<file path="config.mk">
export PLATFORM = sky130hd
export DESIGN_NAME = hazard_orchestrator
export DESIGN_NICKNAME = d
export VERILOG_FILES = /design/src/rtl/orchestrator_pkg.sv /design/src/rtl/hazard_scoreboard.sv /design/src/rtl/hazard_orchestrator.sv
export SDC_FILE = /design/constraint.sdc
export NUM_CORES = 1
export LEC_CHECK = 0
export ABC_AREA = 1
export BUFFER_PORTS_ARGS = -buffer_cell sky130_fd_sc_hd__buf_4
export CAP_MARGIN = 20
export CORE_MARGIN = 1.5
export CORE_UTILIZATION = 44
export CTS_BUF_LIST = sky130_fd_sc_hd__clkbuf_16
export CTS_CLUSTER_DIAMETER = 30
export CTS_CLUSTER_SIZE = 8
export DETAILED_ROUTE_END_ITERATION = 6
export HOLD_SLACK_MARGIN = 0.02
export PLACE_DENSITY = 0.58
export SETUP_SLACK_MARGIN = 0.05
export SKIP_LAST_GASP = 1
export SLEW_MARGIN = 0
export SYNTH_ARGS = -nofsm -noshare
export SYNTH_HDL_FRONTEND = slang
export SYNTH_SLANG_ARGS = --single-unit
</file>
<file path="constraint.sdc">
create_clock -name clk -period 2.9 [get_ports clk]
set_input_delay 0.58 -clock clk [delete_from_list [all_inputs] [get_ports clk]]
set_output_delay 0.58 -clock clk [all_outputs]
set_load 0.02 [all_outputs]
</file>
<file path="src/rtl/orchestrator_pkg.sv">
// Shared decode constants, FSM state type and instruction-class helpers
// for the decode-stage hazard orchestrator.
package orchestrator_pkg;

   localparam logic [6:0] OPCODE_LOAD   = 7'b0000011;
   localparam logic [6:0] OPCODE_OP_IMM = 7'b0010011;
   localparam logic [6:0] OPCODE_AUIPC  = 7'b0010111;
   localparam logic [6:0] OPCODE_STORE  = 7'b0100011;
   localparam logic [6:0] OPCODE_OP     = 7'b0110011;
   localparam logic [6:0] OPCODE_LUI    = 7'b0110111;
   localparam logic [6:0] OPCODE_BRANCH = 7'b1100011;
   localparam logic [6:0] OPCODE_JALR   = 7'b1100111;
   localparam logic [6:0] OPCODE_JAL    = 7'b1101111;

   localparam logic [31:0] INVALID_INST = 32'h0000_0000;
   localparam logic [31:0] HALT_INST    = 32'hC000_1073;

   typedef enum logic [1:0] {
      ST_RUN    = 2'd0,
      ST_DRAIN  = 2'd1,
      ST_HALTED = 2'd2
   } state_e;

   function automatic logic reads_rs1(input logic [6:0] opcode);
      return (opcode == OPCODE_OP) || (opcode == OPCODE_OP_IMM) ||
             (opcode == OPCODE_BRANCH) || (opcode == OPCODE_STORE) ||
             (opcode == OPCODE_LOAD) || (opcode == OPCODE_JALR);
   endfunction

   function automatic logic reads_rs2(input logic [6:0] opcode);
      return (opcode == OPCODE_OP) || (opcode == OPCODE_BRANCH) ||
             (opcode == OPCODE_STORE);
   endfunction

   function automatic logic writes_rd(input logic [6:0] opcode);
      return (opcode == OPCODE_OP) || (opcode == OPCODE_OP_IMM) ||
             (opcode == OPCODE_LUI) || (opcode == OPCODE_AUIPC) ||
             (opcode == OPCODE_JAL) || (opcode == OPCODE_JALR) ||
             (opcode == OPCODE_LOAD);
   endfunction

endpackage

</file>
<file path="src/rtl/hazard_scoreboard.sv">
// Per-register countdown scoreboard: a nonzero count marks a register
// whose in-flight result is not yet readable.
module hazard_scoreboard #(
   parameter int CNT_W = 2
) (
   input  logic             clk,
   input  logic             reset,
   input  logic             set_i,
   input  logic [4:0]       rd_i,
   input  logic [CNT_W-1:0] len_i,
   input  logic [4:0]       rs1_i,
   input  logic [4:0]       rs2_i,
   output logic             rs1_busy_o,
   output logic             rs2_busy_o,
   output logic             all_clear_o
);

   logic [CNT_W-1:0] busy_q [1:31];
   logic [CNT_W-1:0] busy_d [1:31];
   logic [31:0]      nz;

   // A fresh load on the same register overrides that cycle's decrement.
   always_comb begin
      nz = '0;
      for (int r = 1; r < 32; r++) begin
         nz[r]     = (busy_q[r] != '0);
         busy_d[r] = busy_q[r];
         if (set_i && (rd_i == 5'(r))) begin
            busy_d[r] = len_i;
         end else if (nz[r]) begin
            busy_d[r] = busy_q[r] - CNT_W'(1);
         end
      end
   end

   always_ff @(posedge clk or posedge reset) begin
      if (reset) begin
         for (int r = 1; r < 32; r++) begin
            busy_q[r] <= '0;
         end
      end else begin
         busy_q <= busy_d;
      end
   end

   assign rs1_busy_o  = nz[rs1_i];
   assign rs2_busy_o  = nz[rs2_i];
   assign all_clear_o = ~|nz;

endmodule

</file>
<file path="src/rtl/hazard_orchestrator.sv">
// Decode-stage hazard unit: RAW scoreboard stalls, control bubbles after
// branches/jumps, and a counted halt drain that waits for the scoreboard.
module hazard_orchestrator
   import orchestrator_pkg::*;
#(
   parameter int INST_WIDTH_IN_BIT = 32,
   parameter int WB_DEPTH          = 2,
   parameter int LOAD_EXTRA        = 0,
   parameter int CTRL_BUBBLES      = 2,
   parameter int HALT_DRAIN        = 2
) (
   input  logic                         clk,
   input  logic                         reset,
   input  logic                         inst_valid,
   input  logic [INST_WIDTH_IN_BIT-1:0] next_inst,
   input  logic                         flush,
   output logic                         issue,
   output logic                         stall_id_if_pl,
   output logic                         stall_pc_increment,
   output logic                         halt,
   output logic [1:0]                   state
);

   localparam int               CNT_W      = $clog2(WB_DEPTH + LOAD_EXTRA + 1);
   localparam logic [CNT_W-1:0] LEN_ALU    = CNT_W'(WB_DEPTH);
   localparam logic [CNT_W-1:0] LEN_LOAD   = CNT_W'(WB_DEPTH + LOAD_EXTRA);
   localparam logic [2:0]       CTRL_LOAD  = 3'(CTRL_BUBBLES);
   localparam logic [2:0]       DRAIN_LOAD = 3'(HALT_DRAIN);

   state_e     state_q, state_d;
   logic [2:0] ctrl_q, ctrl_d;
   logic [2:0] drain_q, drain_d;

   logic [INST_WIDTH_IN_BIT-1:0] inst_eff;
   logic [6:0]                   op;
   logic [4:0]                   rd, rs1, rs2;
   logic is_halt, is_ctrl, rs1_busy, rs2_busy, all_clear;
   logic raw_hazard, ctrl_busy, stall, sb_set;
   logic [CNT_W-1:0] sb_len;

   // Invalid slots decode as an opcode with no class, so they never set or read.
   assign inst_eff = inst_valid ? next_inst : INST_WIDTH_IN_BIT'(INVALID_INST);
   assign op       = inst_eff[6:0];
   assign rd       = inst_eff[11:7];
   assign rs1      = inst_eff[19:15];
   assign rs2      = inst_eff[24:20];
   assign is_halt  = (inst_eff == INST_WIDTH_IN_BIT'(HALT_INST));
   assign is_ctrl  = (op == OPCODE_BRANCH) || (op == OPCODE_JAL) || (op == OPCODE_JALR);

   assign raw_hazard = inst_valid & ((reads_rs1(op) & rs1_busy) | (reads_rs2(op) & rs2_busy));
   // A redirect cancels the remaining bubbles in the same cycle it arrives.
   assign ctrl_busy  = (ctrl_q != 3'd0) & ~flush;
   assign stall      = (state_q != ST_RUN) | ctrl_busy | raw_hazard;
   assign issue      = inst_valid & ~stall & ~flush & ~reset;

   assign sb_set = issue & writes_rd(op) & (rd != 5'd0) & ~is_halt;
   assign sb_len = (op == OPCODE_LOAD) ? LEN_LOAD : LEN_ALU;

   hazard_scoreboard #(.CNT_W(CNT_W)) u_scoreboard (
      .clk         (clk),
      .reset       (reset),
      .set_i       (sb_set),
      .rd_i        (rd),
      .len_i       (sb_len),
      .rs1_i       (rs1),
      .rs2_i       (rs2),
      .rs1_busy_o  (rs1_busy),
      .rs2_busy_o  (rs2_busy),
      .all_clear_o (all_clear)
   );

   always_comb begin
      ctrl_d = ctrl_q;
      if (flush) begin
         ctrl_d = 3'd0;
      end else if (issue && is_ctrl) begin
         ctrl_d = CTRL_LOAD;
      end else if (ctrl_q != 3'd0) begin
         ctrl_d = ctrl_q - 3'd1;
      end
   end

   // Leaving DRAIN as the count expires lets halt rise HALT_DRAIN+1 cycles after issue.
   always_comb begin
      state_d = state_q;
      drain_d = drain_q;
      case (state_q)
         ST_RUN: begin
            if (issue && is_halt) begin
               state_d = ST_DRAIN;
               drain_d = DRAIN_LOAD;
            end
         end
         ST_DRAIN: begin
            if (drain_q != 3'd0) drain_d = drain_q - 3'd1;
            if ((drain_q <= 3'd1) && all_clear) state_d = ST_HALTED;
         end
         ST_HALTED: state_d = ST_HALTED;
         default:   state_d = ST_RUN;
      endcase
   end

   always_ff @(posedge clk or posedge reset) begin
      if (reset) begin
         state_q <= ST_RUN;
         ctrl_q  <= 3'd0;
         drain_q <= 3'd0;
      end else begin
         state_q <= state_d;
         ctrl_q  <= ctrl_d;
         drain_q <= drain_d;
      end
   end

   assign stall_id_if_pl     = stall;
   assign stall_pc_increment = stall;
   assign halt               = (state_q == ST_HALTED);
   assign state              = state_q;

endmodule

</file>
---- Word level (Yosys, flattened, before mapping) ----
Index checks and enable logic that the tools add are counted.
cells by class
  $add $sub $neg .......................... 33
  order comparisons ....................... 3
  equality and inequality tests ........... 46
  muxes and demuxes ....................... 76
  bitwise logic cells ..................... 17
  reductions and logical operators ........ 121
operators by type and width
  operator              count
  $mux 2                64
  $reduce_bool 2->1     64
  $eq 5x5->1 const B    16
  $sub 2x1->2 const B   31
  $eq 5x4->1 const B    8
  $logic_and 1x1->1     34
  $eq 32x32->1 const B  1
  $mux 32               1
  $reduce_or 31->1      1
  $eq 7x6->1 const B    3
  $eq 7x7->1 const B    3
  $eq 5x3->1 const B    4
  $mux 3                5
  $eq 7x5->1 const B    2
  $logic_or 1x1->1      14
  $lt 5x6->1 const B    2
  $and 1x1->1           10
  $bmux 1 s5            2
  $eq 5x2->1 const B    2
  $reduce_bool 3->1     3
  $eq 7x2->1 const B    1
  $ne 2x2->1 const B    3
  $pmux 2 s3            1
  $pmux 3 s2            1
  13 further kinds      20
word-level totals
  flip-flop bits (word level) ............. 70
  word-level logic and storage cells ...... 330

---- Longest topological paths before layout ----
  depth in word-level cells ............... 20
  mapped depth ............................ 18
  depth with buffers taken out ............ 17

---- By module ----
From an unflattened synthesis, not the netlist that was laid out.
unflattened totals
  cells, all modules ...................... 769
  area, all modules ....................... 5426.5 um^2
by module, submodules not included
  module               times used  cells each  area an instance (um^2)  sequential area each (um^2)
  hazard_scoreboard    1           612         4410.5                   1551.5
  hazard_orchestrator  1           157         1016.0                   200.2

---- Worst setup path after synthesis ----
Ideal clock, no wire load.
  path type ............................... input port to output port
  start point ............................. input port next_inst[20]
  end point ............................... output port issue
  data arrival time ....................... 1.840 ns
  required time ........................... 2.320 ns
  slack ................................... 0.480 ns
  cell stages on the path ................. 14
  path through ............................ buf_4 -> nand2_4 -> inv_2 -> buf_6 -> nand2_1 -> nand3_1 -> nand3_1 -> nand3_1 -> nand3_1 -> nand2_1 -> nand2_2 -> nand3_4 -> nor2_8 -> buf_6
between the ends
  word-level cells in the longest chain between the ends .. 11
RTL lines
  item                          line                       text
  start: declaration            hazard_orchestrator.sv:15  input logic [INST_WIDTH_IN_BIT-1:0] next_inst,
  $mux 32                       hazard_orchestrator.sv:42  assign inst_eff = inst_valid ? next_inst : INST_WIDTH_IN_BIT'(INVALID_INST);
  $bmux 1 s5                    hazard_scoreboard.sv:47    assign rs2_busy_o = nz[rs2_i];
  $mux 1 (not written as such)  hazard_scoreboard.sv:47
  $and 1x1->1                   hazard_orchestrator.sv:50  assign raw_hazard = inst_valid & ((reads_rs1(op) & rs1_busy) | (reads_rs2(op) & rs2_busy));
  $or 1x1->1                    hazard_orchestrator.sv:50
  $and 1x1->1                   hazard_orchestrator.sv:50
  $or 1x1->1                    hazard_orchestrator.sv:53  assign stall = (state_q != ST_RUN) | ctrl_busy | raw_hazard;
  named net stall_id_if_pl      hazard_orchestrator.sv:18  output logic stall_id_if_pl,
  $not 1->1                     hazard_orchestrator.sv:54  assign issue = inst_valid & ~stall & ~flush & ~reset;
  $and 1x1->1 (3 in a row)      hazard_orchestrator.sv:54
  end: declaration              hazard_orchestrator.sv:17  output logic issue,
The timed path passes the listed nets, and every way through them passes these cells. The select of a mux whose other input is x is not followed.

---- Final worst setup path ----
  start point ............................. register u_scoreboard.busy_q[20] in the netlist's numbering
  end point ............................... output port issue
between the ends
  word-level cells in the longest chain between the ends .. 11
RTL lines
  item                                  line                                              text
  start: declaration                    hazard_scoreboard.sv:18                           logic [CNT_W-1:0] busy_q [1:31];
  start signal: assignment              hazard_scoreboard.sv:42                           busy_q <= busy_d;
  $reduce_bool 2->1 (*)                 hazard_scoreboard.sv:26                           nz[r] = (busy_q[r] != '0);
  $bmux 1 s5, on equally long branches  hazard_scoreboard.sv:46, hazard_scoreboard.sv:47
  $mux 1, on equally long branches      hazard_scoreboard.sv:46, hazard_scoreboard.sv:47
  $and 1x1->1                           hazard_orchestrator.sv:50
  $or 1x1->1 (*)                        hazard_orchestrator.sv:50
  $and 1x1->1 (*)                       hazard_orchestrator.sv:50
  $or 1x1->1 (*)                        hazard_orchestrator.sv:53
  $not 1->1 (*)                         hazard_orchestrator.sv:54
  $and 1x1->1 (*) (3 in a row)          hazard_orchestrator.sv:54
Every way passes the cells marked *; elsewhere a longest branch is shown, timed or not. The select of a mux whose other input is x is not followed.

==> results.yml <==
global_routing:
  maximum_number_of_pins_on_one_net_before_global_route_repair: 32
  grt_overflow_total: 0
  globalRouteMet1Util: 0.3414
  wire_length_of_the_first_global_routing_pass_um: 24770
  grt.met2_usage: 0.4123
  grt_antenna_before_repair: 0
  via_count_of_the_first_global_routing_pass: 4904
  groute.layer.met3.usage: 0.04374
  globalRouteTotalUtil: 0.2548
  grt.busiest_layer: "met2"
yosys:
  synthesis.area_um2: 5265
  yosys.area.top_type: "sky130_fd_sc_hd__dfrtp_1"
  post_synth_inst_count: 766
  post-synth-top-area-fraction: 0.3327
  synth-seq-area-share: 0.3327
  synth_cell_types: 33
  synth_nets: 842
  synth.ff_latch_count: 70
  ys.warnings.count: 0
  synth_top_cells_by_area: "sky130_fd_sc_hd__dfrtp_1 (33%), sky130_fd_sc_hd__nand2_1 (15%), sky130_fd_sc_hd__inv_1 (12%)"
  postSynthAreaPerCell_um2: 6.873
clocking:
  cts_inserted_buffers: 9
  worstSkewPairLatency_ns: 0.35
  clk_pin_slew_ns: 0.06
  cts_root_buffer: "sky130_fd_sc_hd__clkbuf_16"
  htree_num_levels: 3
  cts-hold-fix-buffers: 0
  cts_sinks: 70
  clk_path_buf_depth: 2
  tritoncts: "yes"
critical_path:
  critical_path.endpoint_type: "output pin"
  required_ns: 2.32
  worst-setup-path-type: "reg2out"
  signal_arrival_time_at_the_worst_endpoint_ns: 2.15
  worst-path-max-fanout: 5
  critPathLaunchType: "flip-flop"
  worstRegToRegCells: 16
timing:
  final-max-slew-violation-count: 0
  setup_viol_count_final: 0
  maxClockFrequency_mhz: 365.8
  tightest_slew_margin_relative_to_the_limit: 0.6666
  clock-skew-final_ns: 0.005524
  worst_pin_slew_ns: 0.4963
  setup_slack_ns: 0.1665
  hold_viol_final: 0
  unrepaired_setup_endpoints_after_global_routing: "no"
  post-route-period-util: 0.9426
  finalWorstPathRequiredPeriod_ns: 2.733
  final.setup.tns_ns: 0
floorplan:
  chipHeight_um: 112.4
  design.die.area_um2: 12630
  floorplan.die.width_um: 112.4
  ioPinCount: 42
  row_count: 39
  initial_utilization: 0.4553
  coreArea_um2: 11560
power:
  peak_ir_drop_on_the_vdd_network_v: 0.0005573
  power.share.combinational: 0.508
  power_density_nw_per_um2: 960.4
  switching_component_of_the_power_uw: 2483
  power.clock.fraction: 0.202
  p_leak_uw: 0.003433
  seq_power_share: 0.290
  internal_power_uw: 3371
  power_switching_share: 0.4242
final_layout:
  antenna-diode-count: 0
  design.final.nets: 888
  final_cells: 960
  finish.utilization: 0.5271
  fillers: 1137
  final_cell_mix: "sky130_fd_sc_hd__nand2_1 (211), sky130_fd_sc_hd__inv_1 (142), sky130_fd_sc_hd__nand3_1 (100)"
  area_growth_syn_to_layout_pct: 15.78
  multi_input_comb_area_um2: 2789
  drive_above_1_share: 0.1518
  final_common_cell: "sky130_fd_sc_hd__nand2_1"
  sequential_cell_area_um2: 1752
place:
  post_detail_place_hpwl_um: 12000
  place_worst_setup_slack_ns: 0.1270
  io_buffer_count: 41
  dpl.cell_count: 941
  routabilityCongestion: 0.9818
job:
  drv.max_cap_violation_count: 0
status:
  result_of_the_run: "finished, violations left"
  failed_checks: "design-rule violations"
drt:
  wl_per_cell_um: 15.80
  drc: 4
  first_iter_violations: 357
  vias_per_cell: 5.309
  detail-route-antenna-nets: 0
  drt_first_pass_iters: 7
  totalWireLength_um: 15170
  num_vias: 5097
worst_hold_path:
  hold_path_class: "in2async"
==> synth_stat cells (all sizes together) <==
master,n
o211ai,2
nor3,8
a21oi,1
nor2,47
nor4,3
xnor2,2
o21ai,36
nand4,41
nand2,221
nand3,101
o2111ai,1
nand3b,2
a211oi,1
or2,1
ha,40
a31oi,2
clkbuf,1
and3,1
clkinv,1
dfrtp,70
inv,165
buf,18
a41oi,1
==> stage by stage <==
stage | hold slack (ns) | total power, µW | instance area, µm²
6_report | 0.2441 | 5855 | 6096
5_1_grt | 0.2802 | 6490 | 6096
4_1_cts | 0.2538 | 5771 | 5993
3_5_place_dp | 0.4614 | 4540 | 5675
3_3_place_gp | 0.4632 | 4362 | 5675
2_1_floorplan | 0.4352 | 3802 | 5265
==> cells by family after synthesis <==
family,after synthesis,share of synthesized area
xor+xnor,2,0.003328
fa+ha+maj,40,0.09506
flops,70,0.3327
compound gates,44,0.04729
buf+inv,185,0.1519
simple gates,425,0.3698
==> flip-flops by register name, indices dropped and copies added (netlist names) <==
name and cells:
u_scoreboard.busy_q 62, ctrl_q 3, drain_q 3, state 2
==> critical path, stage by stage, from the launching register on <==
cell and delay (ns):
sky130_fd_sc_hd__dfrtp_1 0.38, sky130_fd_sc_hd__inv_1 0.08, sky130_fd_sc_hd__ha_2 0.20, sky130_fd_sc_hd__inv_1 0.10, sky130_fd_sc_hd__nand3_1 0.09, sky130_fd_sc_hd__nand3_1 0.07
sky130_fd_sc_hd__nand3_1 0.08, sky130_fd_sc_hd__nand3_1 0.09, sky130_fd_sc_hd__nand3_1 0.11, sky130_fd_sc_hd__nand2_1 0.08, sky130_fd_sc_hd__nand2_2 0.09, sky130_fd_sc_hd__nand3_4 0.11
sky130_fd_sc_hd__nor2_8 0.18, sky130_fd_sc_hd__buf_6 0.14
==> power groups by stage <==
stage | combinational [µW] | clock [µW] | sequential [µW]
after floorplan | 2150 | 0 | 1650
after global placement | 2670 | 0 | 1690
after detailed placement | 2840 | 0 | 1710
after CTS | 2860 | 1210 | 1690
after global routing | 3480 | 1250 | 1750
final | 2970 | 1180 | 1700
==> final cells by class <==
cell class | count | share of cell area
well taps | 143 | 0.02935
clock buffers | 9 | 0.03695
inverters | 166 | 0.1022
repair buffers | 54 | 0.07184
multi-input cells | 511 | 0.4575
clock inverters | 7 | 0.01478
flip-flops and latches | 70 | 0.2874
==> final timing paths <==
path / to / startpoint / slack, ns
max in group asynchronous: u_scoreboard.busy_q[59] / reset / 1.98
min reg2reg: ctrl_q[0] / ctrl_q[0] / 0.47
max: issue / u_scoreboard.busy_q[20] / 0.17
max reg2reg: u_scoreboard.busy_q[14] / u_scoreboard.busy_q[20] / 0.54
min in group clk: ctrl_q[1] / flush / 0.41
min: u_scoreboard.busy_q[4] / reset / 0.24
==> what timing repair did <==
item,4_1_cts,5_1_grt
buffers inserted,0,3
resized for setup,1,38
pin swaps,0,2
endpoints found under the setup margin,1,3
==> routing by layer <==
metal,routed length [µm],vias to the layer above
met1,6938,2362
met2,6773,183
met4,463,0
met5,0,-
met3,994,28
li1,-,2524
No activity file was read; power rests on OpenSTA's default activity.
